**src/rtl/riscv_fetch_pkg.sv**
```systemverilog
// Shared types and constants for the instruction fetch stage.
package riscv_fetch_pkg;

  localparam int unsigned INSTR_BYTES   = 4;
  localparam int unsigned FETCH_PC_W    = 32;
  localparam int unsigned FETCH_INSTR_W = 32;

  typedef enum logic [1:0] {
    IDLE,
    REQ,
    WAIT_SPACE,
    DISCARD
  } fetch_state_e;

  typedef struct packed {
    logic [FETCH_PC_W-1:0]    pc;
    logic [FETCH_INSTR_W-1:0] instr;
  } fetch_entry_t;

endpackage

```
**src/rtl/riscv_fetch_fifo.sv**
```systemverilog
// Fetch buffer: synchronous FIFO of {pc, instr} entries with a single-cycle flush.
module riscv_fetch_fifo
  import riscv_fetch_pkg::*;
#(
  parameter int unsigned DEPTH   = 2,
  parameter type         entry_t = fetch_entry_t,
  localparam int unsigned PTR_W  = $clog2(DEPTH),
  localparam int unsigned CNT_W  = PTR_W + 1
) (
  input  logic             clk,
  input  logic             rst_n,
  input  logic             push,
  input  entry_t           push_data,
  input  logic             pop,
  input  logic             flush,
  output entry_t           head,
  output logic [CNT_W-1:0] count,
  output logic             full,
  output logic             empty
);

  entry_t           mem_q [DEPTH];
  entry_t           mem_d [DEPTH];
  logic [PTR_W-1:0] wr_ptr_q, wr_ptr_d;
  logic [PTR_W-1:0] rd_ptr_q, rd_ptr_d;
  logic [CNT_W-1:0] count_q, count_d;
  logic             do_push, do_pop;

  assign empty   = (count_q == '0);
  assign full    = (count_q == CNT_W'(DEPTH));
  assign count   = count_q;
  assign head    = mem_q[rd_ptr_q];
  assign do_pop  = pop && !empty;
  // A full FIFO still accepts a push when the head leaves in the same cycle.
  assign do_push = push && (!full || do_pop);

  always_comb begin
    mem_d    = mem_q;
    wr_ptr_d = wr_ptr_q;
    rd_ptr_d = rd_ptr_q;
    count_d  = count_q;
    if (flush) begin
      wr_ptr_d = '0;
      rd_ptr_d = '0;
      count_d  = '0;
    end else begin
      if (do_push) begin
        mem_d[wr_ptr_q] = push_data;
        wr_ptr_d        = wr_ptr_q + PTR_W'(1);
      end
      if (do_pop) begin
        rd_ptr_d = rd_ptr_q + PTR_W'(1);
      end
      count_d = count_q + CNT_W'(do_push) - CNT_W'(do_pop);
    end
  end

  always_ff @(posedge clk or negedge rst_n) begin
    if (!rst_n) begin
      for (int unsigned i = 0; i < DEPTH; i++) begin
        mem_q[i] <= '0;
      end
      wr_ptr_q <= '0;
      rd_ptr_q <= '0;
      count_q  <= '0;
    end else begin
      mem_q    <= mem_d;
      wr_ptr_q <= wr_ptr_d;
      rd_ptr_q <= rd_ptr_d;
      count_q  <= count_d;
    end
  end

endmodule

```
**src/rtl/riscv_fetch_unit.sv**
```systemverilog
// Instruction fetch stage: sequential word fetch, fetch buffer, redirect flush.
// Define FETCH_STALL_CNT_EN to build the saturating memory stall counter.
module riscv_fetch_unit
  import riscv_fetch_pkg::*;
#(
  parameter int unsigned                  P_DATA_WIDTH      = 32,
  parameter int unsigned                  P_IMEM_ADDR_WIDTH = 32,
  parameter logic [P_IMEM_ADDR_WIDTH-1:0] P_RESET_PC        = '0,
  parameter int unsigned                  P_FIFO_DEPTH      = 2
) (
  input  logic                         clk,
  input  logic                         reset,
  output logic [P_IMEM_ADDR_WIDTH-1:0] inst_addr,
  output logic                         inst_rd_en,
  input  logic [P_DATA_WIDTH-1:0]      instr_data,
  input  logic                         instr_ready,
  input  logic                         redirect_valid,
  input  logic [P_IMEM_ADDR_WIDTH-1:0] redirect_pc,
  output logic                         fetch_valid,
  output logic [P_DATA_WIDTH-1:0]      fetch_instr,
  output logic [P_IMEM_ADDR_WIDTH-1:0] fetch_pc,
  input  logic                         fetch_ready,
  output logic [31:0]                  stall_cnt
);

  localparam int unsigned CNT_W = $clog2(P_FIFO_DEPTH) + 1;
  localparam logic [P_IMEM_ADDR_WIDTH-1:0] PC_STEP    = P_IMEM_ADDR_WIDTH'(INSTR_BYTES);
  localparam logic [P_IMEM_ADDR_WIDTH-1:0] ALIGN_MASK = ~P_IMEM_ADDR_WIDTH'(INSTR_BYTES - 1);

  typedef struct packed {
    logic [P_IMEM_ADDR_WIDTH-1:0] pc;
    logic [P_DATA_WIDTH-1:0]      instr;
  } entry_t;

  fetch_state_e                 state_q, state_d;
  logic [P_IMEM_ADDR_WIDTH-1:0] pc_q, pc_d;
  logic [P_IMEM_ADDR_WIDTH-1:0] inst_addr_q, inst_addr_d;
  logic                         inst_rd_en_q, inst_rd_en_d;

  entry_t           push_entry, head_entry;
  logic [CNT_W-1:0] fifo_count, count_after;
  logic             fifo_full, fifo_empty;
  logic             resp, push_en, pop_en, space_after;
  logic [P_IMEM_ADDR_WIDTH-1:0] redir_target, pc_seq;

  assign resp         = inst_rd_en_q && instr_ready;
  assign pop_en       = fetch_ready && !fifo_empty;
  assign push_en      = (state_q == REQ) && resp && !redirect_valid && !(fifo_full && !pop_en);
  assign count_after  = fifo_count + CNT_W'(push_en) - CNT_W'(pop_en);
  assign space_after  = (count_after < CNT_W'(P_FIFO_DEPTH));
  assign redir_target = redirect_pc & ALIGN_MASK;
  assign pc_seq       = pc_q + PC_STEP;
  assign push_entry   = '{pc: pc_q, instr: instr_data};

  riscv_fetch_fifo #(
    .DEPTH   (P_FIFO_DEPTH),
    .entry_t (entry_t)
  ) u_fifo (
    .clk       (clk),
    .rst_n     (reset),
    .push      (push_en),
    .push_data (push_entry),
    .pop       (pop_en),
    .flush     (redirect_valid),
    .head      (head_entry),
    .count     (fifo_count),
    .full      (fifo_full),
    .empty     (fifo_empty)
  );

  always_comb begin
    state_d      = state_q;
    pc_d         = pc_q;
    inst_addr_d  = inst_addr_q;
    inst_rd_en_d = inst_rd_en_q;
    if (redirect_valid) begin
      pc_d = redir_target;
      // An unanswered request must stay on the bus; its data is dropped later.
      if (inst_rd_en_q && !instr_ready) begin
        state_d = DISCARD;
      end else begin
        state_d      = REQ;
        inst_rd_en_d = 1'b1;
        inst_addr_d  = redir_target;
      end
    end else begin
      case (state_q)
        IDLE: begin
          state_d      = REQ;
          inst_rd_en_d = 1'b1;
          inst_addr_d  = pc_q;
        end
        REQ: begin
          if (resp) begin
            pc_d = pc_seq;
            if (space_after) begin
              inst_addr_d = pc_seq;
            end else begin
              state_d      = WAIT_SPACE;
              inst_rd_en_d = 1'b0;
            end
          end
        end
        WAIT_SPACE: begin
          if (space_after) begin
            state_d      = REQ;
            inst_rd_en_d = 1'b1;
            inst_addr_d  = pc_q;
          end
        end
        DISCARD: begin
          if (resp) begin
            state_d     = REQ;
            inst_addr_d = pc_q;
          end
        end
        default: begin
          state_d      = IDLE;
          inst_rd_en_d = 1'b0;
        end
      endcase
    end
  end

  always_ff @(posedge clk or negedge reset) begin
    if (!reset) begin
      state_q      <= IDLE;
      pc_q         <= P_RESET_PC;
      inst_addr_q  <= P_RESET_PC;
      inst_rd_en_q <= 1'b0;
    end else begin
      state_q      <= state_d;
      pc_q         <= pc_d;
      inst_addr_q  <= inst_addr_d;
      inst_rd_en_q <= inst_rd_en_d;
    end
  end

  assign inst_addr   = inst_addr_q;
  assign inst_rd_en  = inst_rd_en_q;
  assign fetch_valid = !fifo_empty;
  assign fetch_instr = head_entry.instr;
  assign fetch_pc    = head_entry.pc;

`ifdef FETCH_STALL_CNT_EN
  logic [31:0] stall_cnt_q, stall_cnt_d;

  always_comb begin
    stall_cnt_d = stall_cnt_q;
    if (inst_rd_en_q && !instr_ready && (stall_cnt_q != '1)) begin
      stall_cnt_d = stall_cnt_q + 32'd1;
    end
  end

  always_ff @(posedge clk or negedge reset) begin
    if (!reset) begin
      stall_cnt_q <= '0;
    end else begin
      stall_cnt_q <= stall_cnt_d;
    end
  end

  assign stall_cnt = stall_cnt_q;
`else
  assign stall_cnt = '0;
`endif

endmodule

```
**config.mk**
```make
export PLATFORM = sky130hd
export DESIGN_NAME = riscv_fetch_unit
export DESIGN_NICKNAME = d
export VERILOG_FILES = /design/src/rtl/riscv_fetch_pkg.sv /design/src/rtl/riscv_fetch_fifo.sv /design/src/rtl/riscv_fetch_unit.sv
export SDC_FILE = /design/constraint.sdc
export NUM_CORES = 1
export LEC_CHECK = 0
export BUFFER_PORTS_ARGS = -buffer_cell sky130_fd_sc_hd__buf_2
export CORE_ASPECT_RATIO = 1.1
export CORE_UTILIZATION = 35
export DETAILED_ROUTE_END_ITERATION = 12
export GPL_ROUTABILITY_DRIVEN = 0
export PLACE_DENSITY = 0.53
export SLEW_MARGIN = 0
export SYNTH_ARGS = -nofsm -noshare
export SYNTH_HDL_FRONTEND = slang
export SYNTH_SLANG_ARGS = --single-unit
export TNS_END_PERCENT = 20
```
**constraint.sdc**
```tcl
create_clock -name clk -period 3.6 [get_ports clk]
set_clock_uncertainty 0.15 [all_clocks]
set_input_delay 0.36 -clock clk [delete_from_list [all_inputs] [get_ports clk]]
set_output_delay 0.36 -clock clk [all_outputs]
set_load 0.02 [all_outputs]
```
==> flow_summary.json <==
{
  "holdCritPathClass": "in2reg",
  "drcViolationCount": 0,
  "period_needed_ns": 3.02,
  "mostFrequentLayoutCell": "dfrtp_1",
  "clkLatencyLatePin_ns": 0.44,
  "cts.htree.levels": 4,
  "crit_arrival_ns": 3.19,
  "synth.distinct_cells": 63,
  "wl_met2_um": 11900,
  "die_w_um": 164,
  "cp-start-kind": "register",
  "yosysWarnings": 0,
  "antenna_left": 0,
  "rows": 64,
  "synthFlopType": "dfrtp_1",
  "grt_first_pass_wirelength_um": 39400,
  "yosys.area.top_type_share_pct": 47.7,
  "placed_area_um2": 11000,
  "hold_buffers": 33,
  "finalSetupViolations": 0,
  "wl_met1_um": 11900,
  "io_pins": 199,
  "ys_seq_area_share_pct": 47.7,
  "gr-total-overflow": 0,
  "yosysTopAreaCell": "dfrtp_1",
  "dpl.hpwl_um": 17600,
  "met3_length_um": 1120,
  "rsz0062_at_grt": "no",
  "synth_area_leaders": "dfrtp_1, mux2_2, mux2_1, mux2_4, buf_4",
  "nNetsFinal": 1096,
  "relSlewSlack_pct": 49.7,
  "drt_iter0_markers": 341,
  "vias_per_cell": 5.01,
  "peakVddDrop_mv": 0.413,
  "core_um2": 28000,
  "postSynthCellCount": 855,
  "run_status": "finished, final reports clean",
  "required_ns": 3.77,
  "p_leak_nw": 5.27,
  "grtUsageTotal_pct": 17.4,
  "routed_wl_um": 25300,
  "cts.reportedPaths.clkPinSlew_ns": 0.08,
  "p_per_area_nw_per_um2": 810,
  "via_count": 7017,
  "die_h_um": 180,
  "syn_area_um2": 10100,
  "cts-resized-gates": 0,
  "dieArea_um2": 29500,
  "cp-end-kind": "register",
  "maxCapViolCount": 0,
  "clock-sinks": 192,
  "crit_type": "reg2reg",
  "clock_path_buffers": 2,
  "cp_max_fo": 16,
  "hold_viol": 0,
  "drive_above_1_share_pct": 37.0,
  "fin_area_um2": 11900,
  "ys_seq_elements": 192,
  "syn_avg_cell_area_um2": 11.8,
  "antenna_cells": 0,
  "cts-root-buf": "clkbuf_16",
  "final_cell_mix": "dfrtp_1, buf_2, mux2_2",
  "initial_core_util_pct": 35.9,
  "post-route-period-util_pct": 84.0,
  "synth_edf_count": 0,
  "cts_tree": "built",
  "grt_max_degree": 87,
  "dr.pass1.iters": 4,
  "maxSlewViolCount": 0,
  "antenna_found_initial": 0,
  "numCtsBuffers": 17,
  "async_flop_share_pct": 100,
  "fillCellCount": 2715,
  "highest_layer": "met4",
  "cts_setup_buffers": 0,
  "wl_per_cell_um": 18.1,
  "io_buffers": 162,
  "fmax_mhz": 331,
  "finalNonFillerCells": 1400,
  "grt_pass1_vias": 6911,
  "tightest_slew_ns": 0.753,
  "final.setup.tns_ns": 0,
  "area_growth_pct": 18.5,
  "dp.cells": 1335
}
-- Yosys cell counts (8+ instances only) --
| cell type | count |
|---|---|
| nand2_1 | 45 |
| buf_6 | 12 |
| inv_1 | 8 |
| nand3_1 | 23 |
| a21boi_0 | 10 |
| xnor2_1 | 33 |
| dfrtp_1 | 192 |
| mux2_1 | 46 |
| buf_4 | 39 |
| clkbuf_1 | 27 |
| o21ai_0 | 41 |
| buf_2 | 19 |
| mux2_2 | 137 |
| nor4_1 | 17 |
| nor3_1 | 14 |
| nand2b_1 | 12 |
| nor2_1 | 20 |
| a21oi_1 | 14 |
| mux2_4 | 20 |
| nand4_1 | 17 |
| xor2_1 | 18 |
-- sequential cells by signal (all words and copies together) (netlist names) --
| signal | count |
|---|---|
| u_fifo.mem_q | 124 |
| inst_addr | 31 |
| pc_q | 30 |
| state_q | 2 |
| u_fifo.count | 2 |
| inst_rd_en | 1 |
| u_fifo.rd_ptr_q | 1 |
| u_fifo.wr_ptr_q | 1 |
-- power breakdown --
| group | switching (W) | leakage, nW | internal (W) |
|---|---|---|---|
| sequential | 0.000612 | 2.33 | 0.00305 |
| clock | 0.000915 | 0.277 | 0.000979 |
| combinational | 0.00219 | 2.66 | 0.00193 |
| total | 0.00372 | 5.27 | 0.00596 |
-- stage by stage --
stage	hold slack (ns)	utilization, %	total power [W]	worst slack (ns)
floorplan	-0.0856	-	0.00655	0.803
global placement	0.307	39.4	0.00778	0.595
detailed placement	0.317	39.4	0.00784	0.577
CTS	0.00376	42.6	0.00981	0.558
global route	0.00498	42.6	0.0103	0.397
finish	0.0210	42.6	0.00967	0.577
-- final cells by class --
class / count / area [um2] / share of cell area [%]
clock buffers: 17 / 425 / 3.56
inverters: 9 / 33.8 / 0.283
multi-input cells: 588 / 4730 / 39.6
repair buffers: 216 / 1350 / 11.3
clock inverters: 15 / 149 / 1.25
well taps: 363 / 454 / 3.80
flip-flops and latches: 192 / 4810 / 40.2
-- cells by family after synthesis --
kind of cell / count (synthesis) / share of synthesized area, %
muxes: 205 / 23.6
adders and majority gates: 3 / 0.373
xor gates and xnor gates: 52 / 4.60
and+or+nand+nor: 192 / 10.6
other: 1 / 0.0372
DFF: 192 / 47.7
buffers and inverters: 108 / 6.62
AOI/OAI and AO/OA: 102 / 6.45
-- path summary, 6_finish.rpt --
path | startpoint | endpoint | slack [ns] | cells after the start
min reg2reg | u_fifo.mem_q[51]$_DFFE_PN0P_ | u_fifo.mem_q[51]$_DFFE_PN0P_ | 0.33 | 2
max | u_fifo.count[1]$_DFF_PN0_ | inst_addr[19]$_DFFE_PN0P_ | 0.58 | 9
max reg2reg | u_fifo.count[1]$_DFF_PN0_ | inst_addr[19]$_DFFE_PN0P_ | 0.58 | 9
max in group asynchronous | reset | u_fifo.mem_q[46]$_DFFE_PN0P_ | 2.01 | 3
min in group asynchronous | reset | u_fifo.mem_q[28]$_DFFE_PN0P_ | 0.38 | 2
min | redirect_pc[30] | pc_q[30]$_DFFE_PN0P_ | 0.02 | 3
-- metal layers --
metal / vias to the layer above / GRT usage (%)
met3: 22 / 3.48
met1: 3454 / 23.8
met5: - / 0
met2: 206 / 28.0
met4: 0 / 4.48
li1: 3335 / -
-- worst max-delay path, cell delays in order, from the launching register on --
cell,delay (ns)
dfrtp_1,0.45
or2_2,0.32
and2_1,0.19
ha_1,0.29
and3b_1,0.29
a211oi_1,0.12
or2_4,0.35
nor2_2,0.12
buf_4,0.27
mux2_2,0.36
Note: power is estimated with default switching activity, not from simulation.
